**src/rtl/bird_drawer.sv**
```systemverilog
// ============================================================================
// Module   : bird_drawer
// Brief    : Erases the bird rectangle at its previous row, then redraws it at
//            the new row, one pixel per cycle towards a 160x120 VGA adapter.
//            Optional macro BIRD_DRAWER_EYE_EN paints a dark eye pixel.
// Revision : 1.0 - initial release
// ============================================================================
`default_nettype none

module bird_drawer #(
  parameter int         BIRD_X      = 30,
  parameter int         BIRD_W      = 4,
  parameter int         BIRD_H      = 4,
  parameter int         SCREEN_H    = 120,
  parameter logic [2:0] BG_COLOUR   = 3'b011,
  parameter logic [2:0] BIRD_COLOUR = 3'b110
) (
  input  logic       clk,
  input  logic       reset,
  input  logic       start,
  input  logic [7:0] bird_y,
  output logic [7:0] x_out,
  output logic [6:0] y_out,
  output logic [2:0] colour,
  output logic       plot,
  output logic       busy,
  output logic       done
);

  localparam logic [3:0] LAST_COL = 4'(BIRD_W - 1);
  localparam logic [3:0] LAST_ROW = 4'(BIRD_H - 1);

  typedef enum logic [1:0] {S_IDLE, S_ERASE, S_DRAW, S_FIN} state_t;

  state_t     state_q, state_d;
  logic [3:0] col_q, col_d, row_q, row_d;
  logic [7:0] new_y_q, new_y_d, old_y_q, old_y_d;
  logic       old_valid_q, old_valid_d;
  logic [7:0] x_q, x_d;
  logic [6:0] y_q, y_d;
  logic [2:0] colour_q, colour_d;
  logic       plot_q, plot_d, busy_q, busy_d, done_q, done_d;

  logic       w_last, w_pix;
  logic [7:0] w_base;
  logic [8:0] w_row9;

  always_ff @(posedge clk or posedge reset) begin
    if (reset) begin
      state_q     <= S_IDLE;
      col_q       <= '0;
      row_q       <= '0;
      new_y_q     <= '0;
      old_y_q     <= '0;
      old_valid_q <= 1'b0;
      x_q         <= '0;
      y_q         <= '0;
      colour_q    <= '0;
      plot_q      <= 1'b0;
      busy_q      <= 1'b0;
      done_q      <= 1'b0;
    end else begin
      state_q     <= state_d;
      col_q       <= col_d;
      row_q       <= row_d;
      new_y_q     <= new_y_d;
      old_y_q     <= old_y_d;
      old_valid_q <= old_valid_d;
      x_q         <= x_d;
      y_q         <= y_d;
      colour_q    <= colour_d;
      plot_q      <= plot_d;
      busy_q      <= busy_d;
      done_q      <= done_d;
    end
  end

  // Counters track the pixel currently on the outputs; outputs are derived
  // from the next-state values so every output stays a plain register.
  always_comb begin
    state_d     = state_q;
    col_d       = col_q;
    row_d       = row_q;
    new_y_d     = new_y_q;
    old_y_d     = old_y_q;
    old_valid_d = old_valid_q;
    w_last      = (col_q == LAST_COL) && (row_q == LAST_ROW);

    case (state_q)
      S_IDLE: begin
        if (start) begin
          new_y_d = bird_y;
          col_d   = '0;
          row_d   = '0;
          state_d = old_valid_q ? S_ERASE : S_DRAW;
        end
      end
      S_ERASE, S_DRAW: begin
        if (w_last) begin
          col_d = '0;
          row_d = '0;
          if (state_q == S_ERASE) begin
            state_d = S_DRAW;
          end else begin
            state_d     = S_FIN;
            old_y_d     = new_y_q;
            old_valid_d = 1'b1;
          end
        end else if (col_q == LAST_COL) begin
          col_d = '0;
          row_d = row_q + 4'd1;
        end else begin
          col_d = col_q + 4'd1;
        end
      end
      S_FIN:   state_d = S_IDLE;
      default: state_d = S_IDLE;
    endcase

    w_pix  = (state_d == S_ERASE) || (state_d == S_DRAW);
    w_base = (state_d == S_ERASE) ? old_y_q : new_y_d;
    w_row9 = {1'b0, w_base} + {5'b0, row_d};

    x_d      = x_q;
    y_d      = y_q;
    colour_d = 3'b000;
    if (w_pix) begin
      x_d = 8'(BIRD_X) + {4'b0, col_d};
      y_d = w_row9[6:0];
    end
    if (state_d == S_ERASE) begin
      colour_d = BG_COLOUR;
    end else if (state_d == S_DRAW) begin
`ifdef BIRD_DRAWER_EYE_EN
      colour_d = ((col_d == LAST_COL) && (row_d == 4'd0)) ? 3'b000 : BIRD_COLOUR;
`else
      colour_d = BIRD_COLOUR;
`endif
    end
    plot_d = w_pix && (w_row9 < 9'(SCREEN_H));
    busy_d = w_pix;
    done_d = (state_d == S_FIN);
  end

  assign x_out  = x_q;
  assign y_out  = y_q;
  assign colour = colour_q;
  assign plot   = plot_q;
  assign busy   = busy_q;
  assign done   = done_q;

endmodule

`default_nettype wire

```
**config.mk**
```make
export PLATFORM = sky130hd
export DESIGN_NAME = bird_drawer
export DESIGN_NICKNAME = d
export VERILOG_FILES = /design/src/rtl/bird_drawer.sv
export SDC_FILE = /design/constraint.sdc
export NUM_CORES = 1
export LEC_CHECK = 0
export BUFFER_PORTS_ARGS = -buffer_cell sky130_fd_sc_hd__buf_4
export CAP_MARGIN = 40
export CORE_ASPECT_RATIO = 1.1
export CORE_UTILIZATION = 45
export CTS_CLUSTER_DIAMETER = 100
export DETAILED_ROUTE_END_ITERATION = 10
export SYNTH_ARGS = -nofsm -noshare
export SYNTH_HDL_FRONTEND = slang
export SYNTH_SLANG_ARGS = --single-unit
```
**constraint.sdc**
```tcl
create_clock -name clk -period 10 [get_ports clk]
set_input_delay 2 -clock clk [delete_from_list [all_inputs] [get_ports clk]]
set_output_delay 2 -clock clk [all_outputs]
set_load 0.02 [all_outputs]
```
Yosys cells after proc, flatten, opt, wreduce, memory -nomap -nowiden
Index checks and enable logic that the tools add are counted.
{ "word_totals": {"output_inout_bits": 21, "wordCells": 50, "input_bits": 11, "regBits": 48} }
{ "op_classes": {"reduce_logical": 6, "bitwise_logic": 1, "n_addsub": 4, "eq_ne": 8, "magnitude_cmp": 1, "n_mux": 18} }
{ "ops": {"columns": ["cell", "count"], "rows": [
  ["$mux W4", 6],
  ["$mux W8", 3],
  ["$pmux W4 S2", 2],
  ["$add A8 B4 Y9", 1],
  ["$lt A9 B7 Y1 const B", 1],
  ["$add A4 B1 Y4 const B", 2],
  ["$eq A2 B2 Y1 const B", 4],
  ["$eq A4 B2 Y1 const B", 2],
  ["$add A5 B4 Y6 const A", 1],
  ["$mux W2", 3],
  ["$mux W3", 2],
  ["$pmux W2 S3", 1],
  ["$eq A2 B1 Y1 const B", 2],
  ["$reduce_and A3 Y1", 1],
  ["$logic_and A1 B1 Y1", 2],
  ["$logic_not A2 Y1", 1],
  ["$reduce_or A2 Y1", 1],
  ["$logic_or A1 B1 Y1", 1],
  ["$mux W1", 1],
  ["$not A1 Y1", 1]
]} }

Logic depth before layout (Yosys ltp)
{ "depth": {"depth_word": 9, "mapped_depth": 16, "mapped_depth_nobuf": 15} }

Least setup slack after synthesis
Ideal clock, no wire load.
{ "synth_timing": {"kind": "input -> register", "from": "in start", "to": "reg plot_q (netlist: plot)", "cell_stages": 15, "t_required_ns": 9.872, "setup_time_ns": 0.128, "slack_ns": 5.095, "arrival_time_ns": 4.777, "path_buffers": 2, "path_cell_list": "buf_2 > nand2_1 > o211ai_1 > o21ai_0 > inv_1 > ha_1 > buf_4 > mux2_2 > ha_1 > fa_1 > nand3_1 > nand2_1 > or4_1 > nand3_1 > a211oi_1"} }
{ "synth_via": {"elab_chain_cells": 7, "elab_cells_between_ends": 13, "classes_between": "add/sub (1); order compare (1); eq/ne (2); mux (7); reduce/logical (2)"} }
{ "synth_lines": {"columns": ["element", "line_no", "text"], "rows": [
  ["start, declared", "20", "input logic start,"],
  ["$mux W2 (*)", "91", "if (start) begin"],
  ["$pmux W2 S3 (*)", "89", "case (state_q)"],
  ["named net state_d[1]", "35", "state_t state_q, state_d;"],
  ["$eq A2 B1 Y1", "120, 121", null],
  ["$mux W8", "121", "w_base = (state_d == S_ERASE) ? old_y_q : new_y_d;"],
  ["$add A8 B4 Y9", "122", "w_row9 = {1'b0, w_base} + {5'b0, row_d};"],
  ["$lt A9 B7 Y1", "140", "plot_d = w_pix && (w_row9 < 9'(SCREEN_H));"],
  ["$logic_and A1 B1 Y1 (*)", "140", null],
  ["named net plot_d", "42", "logic plot_q, plot_d, busy_q, busy_d, done_q, done_d;"],
  ["end signal, assigned", "72", "plot_q <= plot_d;"],
  ["end, declared", "42", null]
]} }
Mark *: on every way through the listed nets, which the timed path passes. The rest lies on a longest branch.
A chain may end at the register's enable or synchronous reset.

Final worst setup path
Same ends and word-level chain as after synthesis.

==> impl_metrics.py <==
metrics = {
    "yosys": {
        "syn-cell-area_um2": 2350,
        "synth_cell_types": 45,
        "avgSynthCellArea_um2": 11.5,
        "ys_ff_latch": 45,
        "ys_warn_count": 0,
        "synthCells": 204,
        "ys_seq_area_share_pct": 47.9,
    },
    "global_route": {
        "overflow": 0,
        "grt_pass1_vias": 1661,
        "antenna_found_initial": 0,
        "grt_max_degree": 46,
        "grt_use_total_pct": 18.7,
        "grt_pass1_wl_um": 7950,
    },
    "cts": {
        "cts_resized": 0,
        "cts_hold_buffers": 0,
        "htree_levels": 2,
        "numCtsBuffers": 5,
        "cts_tree": "yes",
        "cts.sinks": 45,
        "cts_max_path_buffers": 2,
        "cts_root_buf": "clkbuf_8",
        "clkTransAtPathRegs_ns": 0.08,
        "clk_latency_ns": 0.29,
        "post_cts_buffers": 0,
    },
    "critical_path": {
        "critical_path.cell_chain": "buf_4 -> o211ai_1 -> o21ai_0 -> inv_1 -> ha_1 -> mux2_2 -> ha_1 -> fa_1 -> nand3_1 -> nand2_1 -> or4_1 -> nand3_1 -> a211oi_1",
        "crit_path_max_incr_delay_ns": 0.55,
        "crit_slowest_cell": "or4_1",
        "critPathTopFamily": "adder cells",
        "critPathKind": "primary input to flop",
        "critPathArrivalTime_ns": 5.15,
        "path_buf_inv": 2,
        "r2r_slack_ns": 5.28,
        "cp_max_fo": 16,
        "end_kind": "flop",
        "critPathRequiredTime_ns": 10.17,
        "cp-start-kind": "primary input",
    },
    "sta": {
        "fin_tns_setup_ns": 0,
        "fmax_mhz": 201,
        "final_hold_viol_count": 0,
        "maxSlewHeadroom_pct": 60.1,
        "worstMarginPinSlew_ns": 0.593,
        "fin_skew_ns": 0.00896,
        "report.final.slew_viol_count": 0,
        "post-route-period-util_pct": 49.8,
        "rsz0062_at_grt": "no",
        "period_needed_ns": 4.98,
        "report.final.setup_viol": 0,
    },
    "layout": {
        "final_cell_area_um2": 2690,
        "syn2layout_area_growth_pct": 14.5,
        "seqCellArea_um2": 1130,
        "fin_nets": 260,
        "fin_cells": 292,
        "drive_above_1_share_pct": 28.2,
        "num_antenna_cells": 0,
        "fin_util_pct": 53.8,
        "layout_common_cells": "45 x dfrtp_1, 30 x buf_4, 23 x mux2_2, 14 x ha_1, 13 x o21ai_0",
        "fill_cells": 449,
        "multi_input_area_um2": 1140,
        "final_common_cell": "dfrtp_1",
    },
    "floorplanning": {
        "core.rowCount": 27,
        "initial_core_util_pct": 47.0,
        "ios": 32,
        "die-area_um2": 5520,
        "fp.dieH_um": 77.8,
        "die_width_um": 70.9,
        "coreArea_um2": 5000,
    },
    "worst_hold_path": {
        "min_path_type": "flop to flop",
    },
    "place": {
        "dp_cells": 285,
        "placed_area_um2": 2610,
        "gp_congestion": 0.781,
        "hpwl_um": 3410,
        "portBuffers": 29,
    },
    "routing": {
        "viasPerCell": 5.73,
        "antenna_left": 0,
        "vias": 1673,
        "wl_per_cell_um": 16.1,
        "route.detailed.drc": 0,
        "drt_first_pass_iters": 6,
        "drt_wl_total_um": 4710,
        "drt-initial-drc-count": 155,
    },
    "pwr": {
        "netSwitchingFraction_pct": 42.8,
        "ir_drop_mv": 0.145,
        "p_per_area_nw_per_um2": 357,
        "seqPwrFrac_pct": 29.8,
        "p_leak_nw": 1.31,
        "power.internal_w": 0.000550,
        "clkPwrFrac_pct": 11.7,
        "p_total_w": 0.000962,
        "p_switching_w": 0.000411,
        "pwr-share-comb_pct": 58.5,
    },
    "status": {
        "outcome": "completed",
    },
    "flow_run": {
        "drv_cap": 0,
    },
}
[synth_stat cells (all sizes together)]
library cell  count  area, um^2
a211o             3        26.3
a211oi            1        7.51
a21boi            4        30.0
a21o              3        22.5
a21oi             6        30.0
a22o              2        17.5
a22oi             1        7.51
a31o              1        8.76
a31oi             2        12.5
and3              2        12.5
buf               6        40.0
clkbuf            2        7.51
conb              1        3.75
dfrtp            45        1130
fa                1        20.0
ha               14         175
inv              12        45.0
mux2             23         259
mux2i             1        10.0
nand2            12        45.0
nand2b            6        37.5
nand3             4        20.0
nand3b            1        20.0
nand4             3        18.8
nand4b            2        17.5
nor2              5        18.8
nor2b             1        6.26
nor3b             2        15.0
nor4              2        12.5
nor4b             2        32.5
o211ai            2        15.0
o21a              2        15.0
o21ai            13        65.1
o311a             2        20.0
o311ai            1        16.3
o31ai             3        22.5
o32ai             1        8.76
or2               2        12.5
or2b              1        7.51
or3b              1        11.3
or4               1        7.51
xnor2             4        35.0
xor2              1        8.76
[path summary, 6_finish.rpt]
path	cells after the start	endpoint	startpoint
setup / recovery	13	plot	start
hold / removal	1	old_valid_q	old_valid_q
setup reg to reg	15	plot	col_q[0]
hold reg to reg	1	old_valid_q	old_valid_q
max in group asynchronous	3	new_y_q[5]	reset
min in group asynchronous	3	y_out[4]	reset
[metal layers]
metal	track usage, %	part of all wire (%)	up-vias
met5	0	0	-
met4	7.40	2.0	0
met3	3.51	3.6	8
met2	32.0	50	49
met1	23.2	44	820
li1	-	-	796
[state kept, by name, summed over array words and instances, names as in the netlist, 2 cells and up]
| name | cells |
|---|---|
| new_y_q | 8 |
| state_q | 2 |
| x_out | 6 |
| col_q | 4 |
| colour | 3 |
| old_y_q | 8 |
| row_q | 4 |
| y_out | 7 |
[worst reg2reg max path: cells and delay by family (launching register included)]
family | cells | cell delay [ns]
adder cells (fa/ha/maj) | 4 | 1.38
multiplexers | 1 | 0.40
AO/OA/AOI/OAI | 3 | 0.41
flip-flops | 1 | 0.40
AND/OR/NAND/NOR | 7 | 1.99
[logic make-up (layout without fill, tap and decap cells)]
group,after synthesis,count (layout),synth area share (%)
AOI/OAI and AO/OA,47,47,13.8
buffers and inverters,20,49,3.94
xor gates and xnor gates,5,5,1.86
other,1,2,0.160
and+or+nand+nor,47,47,12.6
muxes,24,24,11.4
adders and majority gates,15,15,8.30
DFF,45,45,47.9
[per-stage QoR]
step / hold WS, ns / setup slack (ns)
finish: 0.498 / 5.02
global route: 0.520 / 4.70
CTS: 0.499 / 5.05
detailed placement: 0.478 / 4.75
global placement: 0.477 / 4.85
floorplan: 0.433 / 5.09
[area by class of cell]
cell class | count | share of cell area [%]
multi-input combinational | 140 | 42.2
sequential | 45 | 41.8
timing repair buffer | 30 | 8.37
clock buffer | 7 | 3.21
tap | 58 | 2.70
inverter | 12 | 1.67
[power groups by stage]
stage | registers, W | clock network [W] | logic, W
final | 0.000287 | 0.000112 | 0.000563
after global routing | 0.000295 | 0.000124 | 0.000628
after CTS | 0.000287 | 0.000117 | 0.000568
after detailed placement | 0.000290 | 0 | 0.000566
after global placement | 0.000287 | 0 | 0.000555
after floorplan | 0.000325 | 0 | 0.000381
Note: power is estimated with default switching activity, not from simulation.
